**src/rtl/reg_file_param.sv**
```systemverilog
// Parametrised UART configuration register file: reset defaults, read-only mask, error pulses,
// clear-to-defaults sweep and a flat config bus. Optional parity storage under REGFILE_PARITY_EN.
module reg_file_param #(
   parameter int                         DATA_W   = 8,
   parameter int                         ADDR_W   = 4,
   parameter int                         DEPTH    = 16,
   parameter int                         CFG_REGS = 4,
   parameter logic [DEPTH*DATA_W-1:0]    RST_VALS = (DEPTH*DATA_W)'(32'h2081_0000),
   parameter logic [DEPTH-1:0]           RO_MASK  = '0
) (
   input  logic                         clk,
   input  logic                         rst,
   input  logic [ADDR_W-1:0]            address,
   input  logic                         WrEn,
   input  logic                         RdEn,
   input  logic [DATA_W-1:0]            WrData,
   input  logic                         ClrReq,
   output logic [DATA_W-1:0]            RdData,
   output logic                         RdData_Valid,
   output logic                         AddrErr,
   output logic                         Busy,
   output logic [CFG_REGS*DATA_W-1:0]   CfgBus
`ifdef REGFILE_PARITY_EN
   ,
   output logic                         ParErr
`endif
);

   localparam logic [0:0] ST_IDLE  = 1'b0;
   localparam logic [0:0] ST_CLEAR = 1'b1;

   logic [0:0]        state_q, state_d;
   logic [ADDR_W-1:0] cnt_q, cnt_d;
   logic [DATA_W-1:0] mem_q [DEPTH];
   logic [DATA_W-1:0] mem_d [DEPTH];
   logic [DATA_W-1:0] rd_data_q, rd_data_d;
   logic              rd_valid_q, rd_valid_d;
   logic              addr_err_q, addr_err_d;

   logic [DATA_W-1:0] sel_word;
   logic              ro_hit;
   logic              in_range;
   logic              wr_ok;
   logic              rd_hit;
   logic              clr_wr;

   function automatic logic [DATA_W-1:0] rst_val(input int idx);
      return RST_VALS[idx*DATA_W +: DATA_W];
   endfunction

   // Address decode; out-of-range addresses simply match no register.
   // NOTE: every signal assigned in always_comb gets a default first, so no latch is inferred.
   always_comb begin
      sel_word = '0;
      ro_hit   = 1'b0;
      for (int i = 0; i < DEPTH; i++) begin
         if (address == ADDR_W'(i)) begin
            sel_word = mem_q[i];
            ro_hit   = RO_MASK[i];
         end
      end
   end

   assign in_range = ({1'b0, address} < (ADDR_W+1)'(DEPTH));

   always_comb begin
      state_d    = state_q;
      cnt_d      = cnt_q;
      rd_data_d  = rd_data_q;
      rd_valid_d = 1'b0;
      addr_err_d = 1'b0;
      wr_ok      = 1'b0;
      rd_hit     = 1'b0;
      clr_wr     = 1'b0;
      case (state_q)
         ST_IDLE: begin
            if (ClrReq) begin
               state_d = ST_CLEAR;
               cnt_d   = '0;
            end else if (WrEn && RdEn) begin
               addr_err_d = 1'b1;
            end else if (WrEn) begin
               if (in_range && !ro_hit) wr_ok = 1'b1;
               else                     addr_err_d = 1'b1;
            end else if (RdEn) begin
               rd_valid_d = 1'b1;
               if (in_range) begin
                  rd_hit    = 1'b1;
                  rd_data_d = sel_word;
               end else begin
                  rd_data_d  = '0;
                  addr_err_d = 1'b1;
               end
            end
         end
         ST_CLEAR: begin
            // Bus traffic is ignored for the whole sweep; read-only registers are restored too.
            clr_wr = 1'b1;
            if (cnt_q == ADDR_W'(DEPTH-1)) begin
               state_d = ST_IDLE;
               cnt_d   = '0;
            end else begin
               cnt_d = cnt_q + ADDR_W'(1);
            end
         end
         default: begin
            state_d = ST_IDLE;
            cnt_d   = '0;
         end
      endcase
   end

   always_comb begin
      mem_d = mem_q;
      for (int i = 0; i < DEPTH; i++) begin
         if (clr_wr && (cnt_q == ADDR_W'(i)))
            mem_d[i] = rst_val(i);
         else if (wr_ok && (address == ADDR_W'(i)))
            mem_d[i] = WrData;
      end
   end

   // NOTE: the storage array is reset like any other flop because each register has a defined default.
   always_ff @(posedge clk or negedge rst) begin
      if (!rst) begin
         state_q    <= ST_IDLE;
         cnt_q      <= '0;
         rd_data_q  <= '0;
         rd_valid_q <= 1'b0;
         addr_err_q <= 1'b0;
         for (int i = 0; i < DEPTH; i++) mem_q[i] <= rst_val(i);
      end else begin
         // NOTE: sequential state uses non-blocking assignments so all flops update from pre-edge values.
         state_q    <= state_d;
         cnt_q      <= cnt_d;
         rd_data_q  <= rd_data_d;
         rd_valid_q <= rd_valid_d;
         addr_err_q <= addr_err_d;
         mem_q      <= mem_d;
      end
   end

`ifdef REGFILE_PARITY_EN
   logic [DEPTH-1:0] par_q, par_d;
   logic             sel_par;
   logic             par_err_q, par_err_d;

   always_comb begin
      sel_par = 1'b0;
      for (int i = 0; i < DEPTH; i++) begin
         if (address == ADDR_W'(i)) sel_par = par_q[i];
      end
   end

   // Even parity: the stored bit equals the XOR of the data bits.
   always_comb begin
      par_d     = par_q;
      par_err_d = 1'b0;
      for (int i = 0; i < DEPTH; i++) begin
         if (clr_wr && (cnt_q == ADDR_W'(i)))
            par_d[i] = ^rst_val(i);
         else if (wr_ok && (address == ADDR_W'(i)))
            par_d[i] = ^WrData;
      end
      if (rd_hit) par_err_d = (^sel_word) ^ sel_par;
   end

   always_ff @(posedge clk or negedge rst) begin
      if (!rst) begin
         par_err_q <= 1'b0;
         for (int i = 0; i < DEPTH; i++) par_q[i] <= ^rst_val(i);
      end else begin
         par_err_q <= par_err_d;
         par_q     <= par_d;
      end
   end

   assign ParErr = par_err_q;
`endif

   always_comb begin
      CfgBus = '0;
      for (int i = 0; i < CFG_REGS; i++) CfgBus[i*DATA_W +: DATA_W] = mem_q[i];
   end

   assign RdData       = rd_data_q;
   assign RdData_Valid = rd_valid_q;
   assign AddrErr      = addr_err_q;
   assign Busy         = (state_q == ST_CLEAR);

endmodule

```
**config.mk**
```make
export PLATFORM = sky130hd
export DESIGN_NAME = reg_file_param
export DESIGN_NICKNAME = d
export VERILOG_FILES = /design/src/rtl/reg_file_param.sv
export SDC_FILE = /design/constraint.sdc
export NUM_CORES = 1
export LEC_CHECK = 0
export BUFFER_PORTS_ARGS = -buffer_cell sky130_fd_sc_hd__buf_2
export CAP_MARGIN = 20
export CORE_MARGIN = 2
export CORE_UTILIZATION = 54
export DETAILED_ROUTE_END_ITERATION = 7
export PLACE_DENSITY = 0.76
export SYNTH_ARGS = -nofsm -noshare
export SYNTH_HDL_FRONTEND = slang
export SYNTH_SLANG_ARGS = --single-unit
```
**constraint.sdc**
```tcl
create_clock -name clk -period 1.58 [get_ports clk]
set_input_delay 0 -clock clk [delete_from_list [all_inputs] [get_ports clk]]
set_output_delay 0 -clock clk [all_outputs]
set_load 0.01 [all_outputs]
```
==> results.md <==
* Setup_tns at -0.0111 ns
* Pre-CTS WS at -0.0917 ns
* Cts bufs inserted at 17
* RSZ-0062 raised after global routing: true
* Number of global-route vias before repair at 6246
* Max-slew violations at 0
* Net Sw Power at approximately 3300 µW
* Minimum clock period at 1.59 ns
* Comb pwr share at 0.254
* Sw Ratio at 0.316
* WL final at 23.3 mm
* Gate Count Post-Synth at around 650
* Placed insts at 896
* Die height at 122 µm
* Max_cap viols at 0
* Post-route insts no fill at 933
* Vias at 6289
* Initial DRC count at 883
* Failing checks: setup timing
* CP max FO at 8
* CP Data Required Time at 1.88 ns
* Routed vias/inst at 6.74
* DRT Pass-1 Iters at 5
* Power Density at 1180 nW/µm²
* Antenna Nets Post-Route at 0
* IO Pins at 60
* Async S/R FF share, synth at 1.00
* VDD IR max at roughly 0.77 mV
* Starting Density at 0.545
* PortBufs at 59
* Most common cell after layout, fill and taps aside: dfrtp_1
* Largest net degree at the start of global routing at 50
* Share of cells above drive strength 1 at 0.321
* Syn_area_per_cell at 11.5 µm²
* Post-synthesis register bit count at 143
* CTS tree: done
* Rel. slew slack at 0.645
* Syn-to-layout area delta at 19.6%
* DRC viols at 0
* Critical Path Start Type: flop
* Total core area at around 14000 µm²
* Bufs on Longest Clock Path at 2
* Final setup fails at 3
* DP Area at 8300 µm²
* Commonest non-fill, non-tap cells in the layout: dfrtp_1 (139), a22o_1 (122), buf_4 (82), buf_2 (58), o21ai_0 (28)
* Synthesized area at 7480 µm²
* Sequential power share at 0.394
* Worst-path clk slew at ~0.06 ns
* Arr. time, crit path at 1.89 ns
* Routed length on met3 at 2.32 mm
* Chip width at 122 µm
* Later-pin clock latency in the skew report at 0.42 ns
* P_leak at 0.00435 µW
* Crit-path max cell delay at 0.46 ns
* Final Cell Area at 8940 µm²
* Gr usage total at 0.328
* Top_reg_cell synth: dfrtp_1
* Setup CP Type: reg2reg
* Flop2flop setup slack at -0.006 ns
* Root buffer cell: clkbuf_16
* Clock Skew at 0.00564 ns
* CTS H-tree lvls at 4
* Final HPWL DP at around 16 mm
* Post-synth EDFFs at 0
* Die Footprint at 14800 µm²
* Slowest CP cell: dfrtp_2
* Sequential fraction of the synthesis area at 0.479
* Ant. Diodes at 0
* Hold Path Class: in2async
* Met2 wire len at 11.0 mm
* Period utilization at 1.00
* Post-synth net total at 670
* Synth warn at 0
* Routed WL per cell at 25.0 µm
* Num rows at 43
* CP endpoint kind: flop
* Initial antenna violation count at 0
* Worst-Margin Slew at around 0.53 ns
* CTS sink cnt at ~140
* Crit-path cells: nor2_4 -> nand3b_1 -> nor3_4 -> a21oi_4 -> a22o_1
* Distinct cells, synth at 71
* Cell Int Power at 7220 µW
* Nets at 762
* Pwr Total at about 11000 µW
* Final Hold Violating Endpoints at 0
* Clock share of power at 0.351
* Status: finished, violations left
* GP Congestion at approximately 0.91
* First-pass GRT wire length at 36.0 mm
* Final WS setup at -0.00630 ns
* Max Freq at about 630 MHz
* DRT met1 WL at 9.20 mm
* DR top layer: met4
* Global route total overflow at 0
flip-flops by register name (all words and copies together) (netlist names):
register and flops:
mem_q 96, CfgBus 32, RdData 8, cnt_q 4, AddrErr 1, Busy 1, RdData_Valid 1
layer usage:
metal	GRT usage	vias up
li1	-	2622
met1	0.446	3150
met2	0.513	441
met3	0.0599	76
met4	0.152	0
met5	0	-
worst max-delay path, delay by kind of cell, from the launching register on:
| family | cells | cell delay [ns] |
|---|---|---|
| simple gates | 3 | 0.68 |
| flops | 1 | 0.46 |
| compound gates | 2 | 0.32 |
cells by family (layout without fill, tap and decap cells):
kind of cell,Yosys count,count (layout),synth area share
AOI/OAI and AO/OA,246,246,0.279
adders and majority gates,4,4,0.00669
DFF,143,143,0.479
xor gates and xnor gates,1,1,0.00117
and+or+nand+nor,134,134,0.122
muxes,28,28,0.0413
buffers and inverters,93,197,0.0702
synth_stat cells, types with 2 or more instances:
cell type,n,area [µm²]
o21ai_1,3,15.0
nand4_1,4,25.0
nor3_1,11,55.1
mux2_2,3,33.8
buf_2,17,85.1
o211ai_1,5,37.5
nor2_8,6,120
mux4_2,2,45.0
clkbuf_1,13,48.8
nand2b_1,7,43.8
mux2i_1,23,230
a21oi_1,20,100
a211oi_1,2,15.0
a32oi_1,5,43.8
o31ai_1,3,22.5
a31oi_1,2,12.5
o2bb2ai_1,4,35.0
dfstp_2,3,78.8
o22ai_1,6,37.5
nor2_1,25,93.8
o22a_1,2,17.5
ha_1,4,50.1
nand2_1,20,75.1
buf_4,39,293
nor2_4,8,90.1
a22oi_1,12,90.1
and3_1,6,37.5
nor3_4,2,32.5
buf_1,9,33.8
dfrtp_1,140,3500
a22o_1,122,1070
o21ai_0,30,150
inv_1,12,45.0
a31oi_4,13,277
nor2b_1,11,68.8
or3b_2,2,17.5
nand2b_2,2,17.5
nand3_1,5,25.0
nand3b_1,4,30.0
nand2_4,2,22.5
and2_1,5,31.3
nand2_2,3,18.8
a211o_1,4,35.0
what timing repair did:
item                                    4_1_cts  5_1_grt
hold endpoints to repair                    144        0
cloned                                        0        0
setup buffers                                 0        2
endpoints found under the setup margin       58       50
pin swaps                                     0        9
resized for setup                             5       11
hold buffers                                  4        0
per-stage QoR:
step	utilization	hold slack, ns
4_1_cts	0.647	0.0855
5_1_grt	0.652	0.114
6_report	0.652	0.101
3_5_place_dp	0.605	-0.0125
3_3_place_gp	0.605	-0.0309
2_1_floorplan	-	-0.296
final cells by class:
class | instances | area, µm²
clock buffer | 24 | 472
sequential | 143 | 3580
tap | 180 | 225
multi-input combinational | 413 | 3440
fill | 1016 | 4780
clock inverter | 7 | 62.6
timing repair buffer | 153 | 1110
inverter | 13 | 50.0
power groups by stage:
stage / sequential (µW) / clock, µW / combinational [µW]
4_1_cts: 4150 / 3730 / 2630
2_1_floorplan: 4200 / 0 / 1490
5_1_grt: 4190 / 3870 / 2850
3_5_place_dp: 4210 / 0 / 2600
6_report: 4160 / 3710 / 2690
3_3_place_gp: 4190 / 0 / 2520
final timing paths:
path                                   startpoint                endpoint  cells after the start
setup / recovery                   Busy$_DFF_PN0_    mem_q[0]$_DFFE_PN0P_                      5
max in group asynchronous                     rst  CfgBus[29]$_DFFE_PN1P_                      3
setup reg to reg                   Busy$_DFF_PN0_    mem_q[0]$_DFFE_PN0P_                      5
hold / removal                                rst   mem_q[12]$_DFFE_PN0P_                      2
hold reg to reg            CfgBus[29]$_DFFE_PN1P_  CfgBus[29]$_DFFE_PN1P_                      2
min in group clk                        WrData[7]  CfgBus[23]$_DFFE_PN1P_                      3
No activity file was read; power rests on OpenSTA's default activity.
